==> config.mk <==
export PLATFORM = sky130hd
export DESIGN_NAME = fft_peak_detector_flat
export DESIGN_NICKNAME = d
export VERILOG_FILES = /design/src/rtl/fft_peak_detector_if.sv /design/src/rtl/fft_peak_detector.sv /design/src/flat_wrapper.sv
export SDC_FILE = /design/constraint.sdc
export NUM_CORES = 1
export LEC_CHECK = 0
export ABC_AREA = 1
export BUFFER_PORTS_ARGS = -buffer_cell sky130_fd_sc_hd__clkbuf_2
export CELL_PAD_IN_SITES_DETAIL_PLACEMENT = 1
export CELL_PAD_IN_SITES_GLOBAL_PLACEMENT = 1
export CORE_MARGIN = 2
export CORE_UTILIZATION = 35
export CTS_CLUSTER_SIZE = 16
export DETAILED_ROUTE_END_ITERATION = 10
export PLACE_DENSITY = 0.62
export SLEW_MARGIN = 20
export SYNTH_ARGS = -nofsm -noshare
export SYNTH_HDL_FRONTEND = slang
export SYNTH_SLANG_ARGS = --single-unit
==> constraint.sdc <==
create_clock -name clk -period 3.5 [get_ports clk]
set_clock_uncertainty 0.2 [all_clocks]
set_input_delay 0.7 -clock clk [delete_from_list [all_inputs] [get_ports clk]]
set_output_delay 0.7 -clock clk [all_outputs]
set_load 0.01 [all_outputs]
==> src/rtl/fft_peak_detector_if.sv <==
// Stream bundle between the FFT source, the peak detector and the result consumer.
// Handshake: a beat or result moves on a rising clk edge where valid && ready are both high;
// the sender holds data stable while valid=1 and ready=0, and ready never depends on valid.
interface fft_peak_detector_if #(
  parameter int DATA_W = 12,
  parameter int IDX_W  = 10
);
  logic                     source_valid;
  logic                     source_ready;
  logic                     source_sop;
  logic                     source_eop;
  logic [1:0]               source_error;
  logic signed [DATA_W-1:0] source_real;
  logic signed [DATA_W-1:0] source_imag;
  logic                     peak_valid;
  logic                     peak_ready;
  logic [IDX_W-1:0]         peak_bin;
  logic [2*DATA_W-1:0]      peak_power;
  logic                     frame_err;

  modport master (
    output source_valid, source_sop, source_eop, source_error, source_real, source_imag,
    output peak_ready,
    input  source_ready, peak_valid, peak_bin, peak_power, frame_err
  );

  modport slave (
    input  source_valid, source_sop, source_eop, source_error, source_real, source_imag,
    input  peak_ready,
    output source_ready, peak_valid, peak_bin, peak_power, frame_err
  );
endinterface

==> src/rtl/fft_peak_detector.sv <==
// Per-frame peak finder on an FFT output stream: power = re^2+im^2 through a 2-stage
// pipeline, strict-greater running max over in-range bins, one result per good frame.
module fft_peak_detector #(
  parameter int DATA_W        = 12,
  parameter int FFT_PTS       = 1024,
  parameter int IDX_W         = 10,
  parameter int HALF_SPECTRUM = 1
) (
  input  logic                 clk,
  input  logic                 reset_n,
  fft_peak_detector_if.slave   bus,
  output logic [1:0]           o_dbg_state
);
  localparam int PW = 2 * DATA_W;
  localparam logic [IDX_W-1:0] LAST_BIN = IDX_W'(FFT_PTS - 1);
  localparam logic [IDX_W-1:0] HALF_TOP = IDX_W'(FFT_PTS / 2 - 1);

  typedef enum logic [1:0] {S_IDLE, S_ACC, S_DRAIN, S_HOLD} state_t;

  state_t           r_state, w_state_nx;
  logic [IDX_W-1:0] r_bin, w_bin_nx, w_cur_bin;
  logic             r_bad, w_bad_nx;
  logic             r_frame_err, w_err_nx;
  logic             r_drain, w_drain_nx;
  logic             w_ready, w_acc, w_beat_err, w_proc, w_last, w_in_range;

  logic [PW-1:0]    w_re_x, w_im_x, w_re2, w_im2;

  logic             r_s1_valid, r_s1_sop, r_s1_last, r_s1_inr;
  logic [IDX_W-1:0] r_s1_bin;
  logic [PW-1:0]    r_s1_re2, r_s1_im2;
  logic             r_s2_valid, r_s2_sop, r_s2_last, r_s2_inr;
  logic [IDX_W-1:0] r_s2_bin;
  logic [PW-1:0]    r_s2_pow;
  logic [PW-1:0]    r_max_pow, w_floor;
  logic [IDX_W-1:0] r_max_bin;
  logic             r_c_last, w_take;
  logic             r_peak_valid;
  logic [IDX_W-1:0] r_peak_bin;
  logic [PW-1:0]    r_peak_pow;

  assign w_ready    = (r_state == S_IDLE) || (r_state == S_ACC);
  assign w_acc      = bus.source_valid && w_ready;
  assign w_cur_bin  = bus.source_sop ? '0 : r_bin;
  assign w_beat_err = |bus.source_error;
  assign w_in_range = (HALF_SPECTRUM != 0) ? ((w_cur_bin != '0) && (w_cur_bin <= HALF_TOP)) : 1'b1;

  always_ff @(posedge clk or negedge reset_n) begin
    if (!reset_n) begin
      r_state     <= S_IDLE;
      r_bin       <= '0;
      r_bad       <= 1'b0;
      r_frame_err <= 1'b0;
      r_drain     <= 1'b0;
    end else begin
      r_state     <= w_state_nx;
      r_bin       <= w_bin_nx;
      r_bad       <= w_bad_nx;
      r_frame_err <= w_err_nx;
      r_drain     <= w_drain_nx;
    end
  end

  // A sop always restarts the frame at bin 0; only a clean eop on the last bin reaches DRAIN.
  always_comb begin
    w_state_nx = r_state;
    w_bin_nx   = r_bin;
    w_bad_nx   = r_bad;
    w_err_nx   = 1'b0;
    w_drain_nx = r_drain;
    w_proc     = 1'b0;
    w_last     = 1'b0;
    case (r_state)
      S_IDLE: begin
        if (w_acc && bus.source_sop) begin
          w_proc   = 1'b1;
          w_bin_nx = w_cur_bin + 1'b1;
          w_bad_nx = w_beat_err;
          if (bus.source_eop) begin
            w_err_nx   = 1'b1;
            w_state_nx = S_IDLE;
          end else begin
            w_state_nx = S_ACC;
          end
        end
      end
      S_ACC: begin
        if (w_acc) begin
          w_proc   = 1'b1;
          w_bin_nx = w_cur_bin + 1'b1;
          if (bus.source_sop) begin
            w_err_nx = 1'b1;
            w_bad_nx = w_beat_err;
            if (bus.source_eop) w_state_nx = S_IDLE;
          end else if (bus.source_eop) begin
            if ((w_cur_bin == LAST_BIN) && !r_bad && !w_beat_err) begin
              w_last     = 1'b1;
              w_drain_nx = 1'b0;
              w_state_nx = S_DRAIN;
            end else begin
              w_err_nx   = 1'b1;
              w_state_nx = S_IDLE;
            end
          end else if (w_cur_bin == LAST_BIN) begin
            w_err_nx   = 1'b1;
            w_state_nx = S_IDLE;
          end else begin
            w_bad_nx = r_bad || w_beat_err;
          end
        end
      end
      S_DRAIN: begin
        if (r_drain) w_state_nx = S_HOLD;
        else         w_drain_nx = 1'b1;
      end
      S_HOLD: begin
        if (r_peak_valid && bus.peak_ready) w_state_nx = S_IDLE;
      end
      default: w_state_nx = S_IDLE;
    endcase
  end

  // Sign-extend before multiplying so the square is formed at full 2*DATA_W width.
  assign w_re_x = {{DATA_W{bus.source_real[DATA_W-1]}}, bus.source_real};
  assign w_im_x = {{DATA_W{bus.source_imag[DATA_W-1]}}, bus.source_imag};
  assign w_re2  = w_re_x * w_re_x;
  assign w_im2  = w_im_x * w_im_x;

  always_ff @(posedge clk or negedge reset_n) begin
    if (!reset_n) begin
      r_s1_valid <= 1'b0; r_s1_sop <= 1'b0; r_s1_last <= 1'b0; r_s1_inr <= 1'b0;
      r_s1_bin   <= '0;   r_s1_re2 <= '0;   r_s1_im2  <= '0;
      r_s2_valid <= 1'b0; r_s2_sop <= 1'b0; r_s2_last <= 1'b0; r_s2_inr <= 1'b0;
      r_s2_bin   <= '0;   r_s2_pow <= '0;
    end else begin
      r_s1_valid <= w_proc;
      r_s1_sop   <= bus.source_sop;
      r_s1_last  <= w_last;
      r_s1_inr   <= w_in_range;
      r_s1_bin   <= w_cur_bin;
      r_s1_re2   <= w_re2;
      r_s1_im2   <= w_im2;
      r_s2_valid <= r_s1_valid;
      r_s2_sop   <= r_s1_sop;
      r_s2_last  <= r_s1_last;
      r_s2_inr   <= r_s1_inr;
      r_s2_bin   <= r_s1_bin;
      r_s2_pow   <= r_s1_re2 + r_s1_im2;
    end
  end

  // The sop beat compares against zero, so stale beats of a discarded frame never leak in.
  assign w_floor = r_s2_sop ? '0 : r_max_pow;
  assign w_take  = r_s2_valid && r_s2_inr && (r_s2_pow > w_floor);

  always_ff @(posedge clk or negedge reset_n) begin
    if (!reset_n) begin
      r_max_pow    <= '0;
      r_max_bin    <= '0;
      r_c_last     <= 1'b0;
      r_peak_valid <= 1'b0;
      r_peak_bin   <= '0;
      r_peak_pow   <= '0;
    end else begin
      r_c_last <= r_s2_valid && r_s2_last;
      if (w_take) begin
        r_max_pow <= r_s2_pow;
        r_max_bin <= r_s2_bin;
      end else if (r_s2_valid && r_s2_sop) begin
        r_max_pow <= '0;
        r_max_bin <= '0;
      end
      if (r_c_last) begin
        r_peak_valid <= 1'b1;
        r_peak_bin   <= r_max_bin;
        r_peak_pow   <= r_max_pow;
      end else if (r_peak_valid && bus.peak_ready) begin
        r_peak_valid <= 1'b0;
      end
    end
  end

  assign bus.source_ready = w_ready;
  assign bus.peak_valid   = r_peak_valid;
  assign bus.peak_bin     = r_peak_bin;
  assign bus.peak_power   = r_peak_pow;
  assign bus.frame_err    = r_frame_err;
  assign o_dbg_state      = r_state;
endmodule

==> src/flat_wrapper.sv <==
// flat-port wrapper written by rule: the top's interface ports become plain ports
module fft_peak_detector_flat 
#(
  parameter int DATA_W        = 12,
  parameter int FFT_PTS       = 1024,
  parameter int IDX_W         = 10,
  parameter int HALF_SPECTRUM = 1
)
  (clk, reset_n, o_dbg_state, bus_source_valid, bus_source_sop, bus_source_eop, bus_source_error, bus_source_real, bus_source_imag, bus_peak_ready, bus_source_ready, bus_peak_valid, bus_peak_bin, bus_peak_power, bus_frame_err);
  fft_peak_detector_if #(.DATA_W(DATA_W), .IDX_W(IDX_W)) bus_i ();
  input  logic clk;
  input  logic reset_n;
  output logic [1:0] o_dbg_state;
  input wire logic [$bits(bus_i.source_valid)-1:0] bus_source_valid;
  input wire logic [$bits(bus_i.source_sop)-1:0] bus_source_sop;
  input wire logic [$bits(bus_i.source_eop)-1:0] bus_source_eop;
  input wire logic [$bits(bus_i.source_error)-1:0] bus_source_error;
  input wire logic [$bits(bus_i.source_real)-1:0] bus_source_real;
  input wire logic [$bits(bus_i.source_imag)-1:0] bus_source_imag;
  input wire logic [$bits(bus_i.peak_ready)-1:0] bus_peak_ready;
  output wire logic [$bits(bus_i.source_ready)-1:0] bus_source_ready;
  output wire logic [$bits(bus_i.peak_valid)-1:0] bus_peak_valid;
  output wire logic [$bits(bus_i.peak_bin)-1:0] bus_peak_bin;
  output wire logic [$bits(bus_i.peak_power)-1:0] bus_peak_power;
  output wire logic [$bits(bus_i.frame_err)-1:0] bus_frame_err;
  assign bus_i.source_valid = bus_source_valid;
  assign bus_i.source_sop = bus_source_sop;
  assign bus_i.source_eop = bus_source_eop;
  assign bus_i.source_error = bus_source_error;
  assign bus_i.source_real = bus_source_real;
  assign bus_i.source_imag = bus_source_imag;
  assign bus_i.peak_ready = bus_peak_ready;
  assign bus_source_ready = bus_i.source_ready;
  assign bus_peak_valid = bus_i.peak_valid;
  assign bus_peak_bin = bus_i.peak_bin;
  assign bus_peak_power = bus_i.peak_power;
  assign bus_frame_err = bus_i.frame_err;
  fft_peak_detector #(.DATA_W(DATA_W), .FFT_PTS(FFT_PTS), .IDX_W(IDX_W), .HALF_SPECTRUM(HALF_SPECTRUM)) u_core (.clk(clk), .reset_n(reset_n), .bus(bus_i), .o_dbg_state(o_dbg_state));
endmodule
After elaboration in Yosys (flattened, before gate mapping)
Cells that the tools add are included.

word-level totals
  register bits = 185
  word-level logic and storage cells = 119

cells by class
  add/subtract/negate cells = 2
  $mul = 2
  magnitude comparators = 2
  eq/ne operators = 15
  mux-type cells = 49
  reduce and logical (&&, ||, !) cells = 25

operators by type and width
  cell                                                             number
  two-way mux 24 bit                                               3
  two-way mux 10 bit                                               5
  multiplier 12 x 12 -> 24 bit                                     2
  two-way mux 1 bit                                                26
  adder 24 bit                                                     1
  greater-than comparator 24 bit                                   1
  case mux 10 bit (2 select lines)                                 1
  two-way mux 2 bit                                                9
  inequality test 3 bit, second input constant                     4
  adder 10 x 1 -> 10 bit, second input constant                    1
  == test 10 bit, second input constant                            1
  less-or-equal comparator 10 x 9 -> 1 bit, second input constant  1
  logical AND 1 bit                                                10
  AND reduction 5 bit                                              2
  nonzero test 10 bit                                              1
  inequality test 2 bit, second input constant                     4
  case mux 1 bit (2 select lines)                                  4
  case mux 2 bit (4 select lines)                                  1
  nonzero test 2 bit                                               4
  inequality test 2 x 1 -> 1 bit, second input constant            3
  AND reduction 6 bit                                              1
  == test 2 bit, second input constant                             2
  AND reduction 3 bit                                              1
  == test 2 x 1 -> 1 bit, second input constant                    1
  4 further kinds                                                  6

Depth between registers and ports, before layout
  depth after elaboration = 9
  mapped depth = 24

Least setup slack after synthesis
Ideal clock, no wire load.

  path type = input to register
  from = input port bus_source_imag[3]
  to = register u_core.r_s1_im2[23]
  data arrival time = 4.884 ns
  data required time = 3.183 ns
  setup slack = -1.702 ns
  cell stages on the path = 19
  buffers on the path = 1
  cells stage by stage = clkbuf_1 > nand2_1 > fa_1 > inv_1 > fa_1 > inv_1 > fa_1 > inv_1 > fa_1 > fa_1 > ha_1 > nand2_1 > nor2_1 > nand2_1 > nor3_1 > nand3b_1 > inv_1 > nand2_1 > nand2_1

between the ends
  word-level cells in the longest chain between the ends = 1

ends and longest elaborated chain
  what                          RTL line                  RTL
  start: declaration            flat_wrapper.sv:19        input wire logic [$bits(bus_i.source_imag)-1:0] bus_source_imag;
  multiplier 12 x 12 -> 24 bit  fft_peak_detector.sv:127  assign w_im2 = w_im_x * w_im_x;
  named net u_core.w_im2[23]    fft_peak_detector.sv:27   logic [PW-1:0] w_re_x, w_im_x, w_re2, w_im2;
  end signal: assignment        fft_peak_detector.sv:142  r_s1_im2 <= w_im2;
  end: declaration              fft_peak_detector.sv:31   logic [PW-1:0] r_s1_re2, r_s1_im2;

The timed path passes the listed nets, and every way through them passes these cells.
A chain may end at the register's enable or synchronous reset.

Worst setup path in the final report
  from = input port bus_source_real[11]
  to = register u_core.r_s1_re2[23]

between the ends
  word-level cells in the longest chain between the ends = 1

ends and longest elaborated chain
  what                          RTL line                  RTL
  start: declaration            flat_wrapper.sv:18        input wire logic [$bits(bus_i.source_real)-1:0] bus_source_real;
  multiplier 12 x 12 -> 24 bit  fft_peak_detector.sv:126  assign w_re2 = w_re_x * w_re_x;
  named net u_core.w_re2[23]    fft_peak_detector.sv:27
  end signal: assignment        fft_peak_detector.sv:141  r_s1_re2 <= w_re2;
  end: declaration              fft_peak_detector.sv:31

The timed path passes the listed nets, and every way through them passes these cells.

==> results.md <==
* Cts hold-fix bufs at 0
* CP max stage delay at ~580 ps
* Gate count of the mapped netlist at approximately 2100
* Post-DP HPWL at 39300 um
* Seq/Total Area, Yosys at ~25%
* Synth top area cells: fa_1 27%, dfrtp_1 25%, nand2_1 11%, ha_1 11%, inv_1 10%
* Global Route Usage Sum at approximately a fifth
* Htree depth at 4
* Initial antenna violation count at 0
* Startpoint Class: primary input
* Global-route wire length before repair at 82100 um
* Final worst path period share at 135%
* Clk sinks at ~180
* CTS root buf: clkbuf_16
* Final WL at approximately 50000 um
* Die ar. at 54000 um2
* Net Count, Synth at roughly 2600
* Share of post-route cells with drive strength above 1 at 32.0%
* Post-synth EDFFs at 0
* Post-synthesis area per instance at around 8.5 um2
* Area leader, netlist: fa_1
* Routed Antenna Nets at 0
* Ys async rst share at between 90% and 100%
* Compound-Gate Fraction of Synth Area at 4.31%
* Mapped cell area at roughly 18000 um2
* Unique cell type count in the Yosys netlist at slightly above 40
* #FFs+latches synth at 183
* Utilization after layout at 47.8%
* Kind of critical path: in -> reg
* Vias at roughly 15000
* CTS Buf Count at 17
* Dominant synthesized flop cell: dfrtp_1
* Slowest CP cell: fa_1
* Max Cap Viol at 0
* Fin crit period at about 4700 ps
* Ys Warns at 0
* Post-Synth XOR/XNOR Area at between 3 and 4%
* Most numerous cell in the Yosys netlist: nand2_1
* Initial Util at between 30% and 40%
* Initial drt markers at approximately 470
* Worst slew pin tran at 973 ps
* F_max at between 200 and 250 MHz
* Crit end category: flop
* Final setup violating endpoints at 36
* Pin count of the biggest net entering global routing at 64
* Chip width at approximately 230 um
* Grt ovf at 0
* FF-to-FF End: u_core.r_max_bin[0]$_DFFE_PN0P_
* Final nets at 2886
* Top-area cell type share of the netlist area at between 20% and 30%
* Slack of the worst reg-to-reg path at 660 ps
* Adder-cell share of the synthesized area at a little under two fifths
* Status: finished, violations left
* CP most frequent cell: fa_1
* CP max FO at 6
* Violated checks: setup timing
* Post-Synth Simple-Gate Area at 18.4%
* Largest family of logic cells by synthesized area: adder cells
* Most common library cells after synthesis: 531 x nand2_1, 489 x inv_1, 248 x fa_1
* Max_slew headroom at 34.8%
* Pins Over Slew Limit at 0
* CTS max path bufs at 2
* Vias per inst at approximately 4.7
* Setup ws final at -1240 ps
* DR WL/cell at roughly 16 um
* Crit path cell chain: clkbuf_16 > buf_12 > nand2_4 > fa_1 > inv_2 > buf_4 > fa_2 > fa_1 > fa_1 > fa_1 > ha_4 > a21oi_1 > o21ai_0 > a21oi_1 > nand3_2 > nand3_1 > nand2_1
* Final design instance area without fill at about 25000 um2
* Final Wtd Congestion at slightly below 0.9
* I/O pin cnt at ~70
* Worst reg2reg path startpoint: u_core.r_s2_sop$_DFF_PN0_
* IO buf count at 70
* Row cnt at 83
* Vias in the first global route at roughly 17000
* Fin. Hold Viols at 0
* Hold Path Class: in -> async
* Core area at roughly 52000 um2
* Mux cell area share after synthesis at 0%
* ANT cells at 0
* Area growth syn-to-layout at 34.7%
* CTS tree: done
* Initial DRT Pass Iterations at 6
* DRC Markers at 0
* Required time worst endpoint at about 3600 ps
* Reg clk slew, reported paths at around 80 ps
* Placed instance area at about 22000 um2
* Arrival time worst endpoint at about 5000 ps
* Clock Latency Late Sink at ~450 ps
* Critical Path Start: bus_source_real[11]
* Die Ht at around 230 um
* Unrepaired setup endpoints after global routing: true
* R2r worst-path depth at 13
## layout by cell type (no fill, tap or decap), types with 8 or more instances in the layout
cell type	count
buf_8	12
a21oi_2	8
clkbuf_16	30
nand3_1	106
o21ai_2	8
nand2_1	426
nand4_1	18
inv_1	388
inv_4	10
ha_4	45
clkbuf_2	45
nor2_4	22
xor2_1	36
fa_1	223
buf_4	199
inv_2	95
nand2_4	48
xor2_2	9
clkbuf_8	8
ha_1	104
fa_2	25
a21oi_4	11
nor2_1	58
buf_6	51
a21oi_1	57
nand2_2	59
dfrtp_1	183
nand3_2	11
o21ai_0	35
buf_12	13
nor2_2	20
xnor2_1	13
## what timing repair did
action	4_1_cts	5_1_grt
gates resized for setup	283	219
pin swaps	124	152
setup endpoints to repair	36	36
buffers inserted	27	29
gates cloned	3	0
## flip-flops by register name, indices dropped and copies added, names as in the netlist, 2 cells and up
signal and cells:
u_core.bus.peak_power 24, u_core.r_max_pow 24, u_core.r_s2_pow 24, u_core.r_s1_im2 23, u_core.r_s1_re2 23, u_core.bus.peak_bin 10, u_core.r_bin 10, u_core.r_max_bin 10
u_core.r_s1_bin 10, u_core.r_s2_bin 10, u_core.o_dbg_state 2
## cells by family after synthesis
family / after synthesis
xor gates and xnor gates: 65
buffers and inverters: 546
AOI/OAI and AO/OA: 147
adders and majority gates: 402
and+or+nand+nor: 798
DFF: 183
## routing by layer
layer,global-route usage (%),up-vias,part of all wire (%),wire length [um]
li1,-,7032,-,-
met1,22.6,7411,42,20300
met2,36.0,127,55,27000
met3,2.05,55,1.6,791
met4,3.44,0,1.4,695
met5,0,-,0,0
## cell type report
type	instances	area, um2
clock buffers	18	439
clock inverters	13	160
fillers	5941	26900
inverters	496	1910
multi-input cells	1412	13500
flip-flops and latches	183	4580
well taps	680	851
repair buffers	342	3190
## stage by stage
step	TNS (ps)	worst slack, ps	hold WS, ps	instances
finish	-35140	-1240	32.1	3144
floorplan	-38250	-1410	131	2141
CTS	-34150	-1190	40.7	3118
global placement	-55980	-1800	134	3061
global route	-39400	-1390	46.0	3144
detailed placement	-59040	-1940	136	3061
## worst max path at each step
| stage | slack, ps | endpoint | cells after the start |
|---|---|---|---|
| 2_1_floorplan | -1410 | u_core.r_s1_im2[23]$_DFF_PN0_ | 19 |
| 3_3_place_gp | -1800 | u_core.r_s1_im2[23]$_DFF_PN0_ | 17 |
| 3_5_place_dp | -1940 | u_core.r_s1_im2[22]$_DFF_PN0_ | 16 |
| 4_1_cts | -1190 | u_core.r_s1_re2[23]$_DFF_PN0_ | 19 |
| 5_1_grt | -1390 | u_core.r_s1_re2[23]$_DFF_PN0_ | 21 |
| 6_report | -1240 | u_core.r_s1_re2[23]$_DFF_PN0_ | 17 |
## worst max-delay path, delay by kind of cell
family / cells / cell delay (ps)
AOI/OAI and AO/OA: 3 / 620
adders and majority gates: 6 / 2720
buffers and inverters: 4 / 470
and+or+nand+nor: 4 / 350
Power is left out: the tool's default activity adds up to more than one toggle a clock period on the data nets, which glitch-free logic cannot reach.
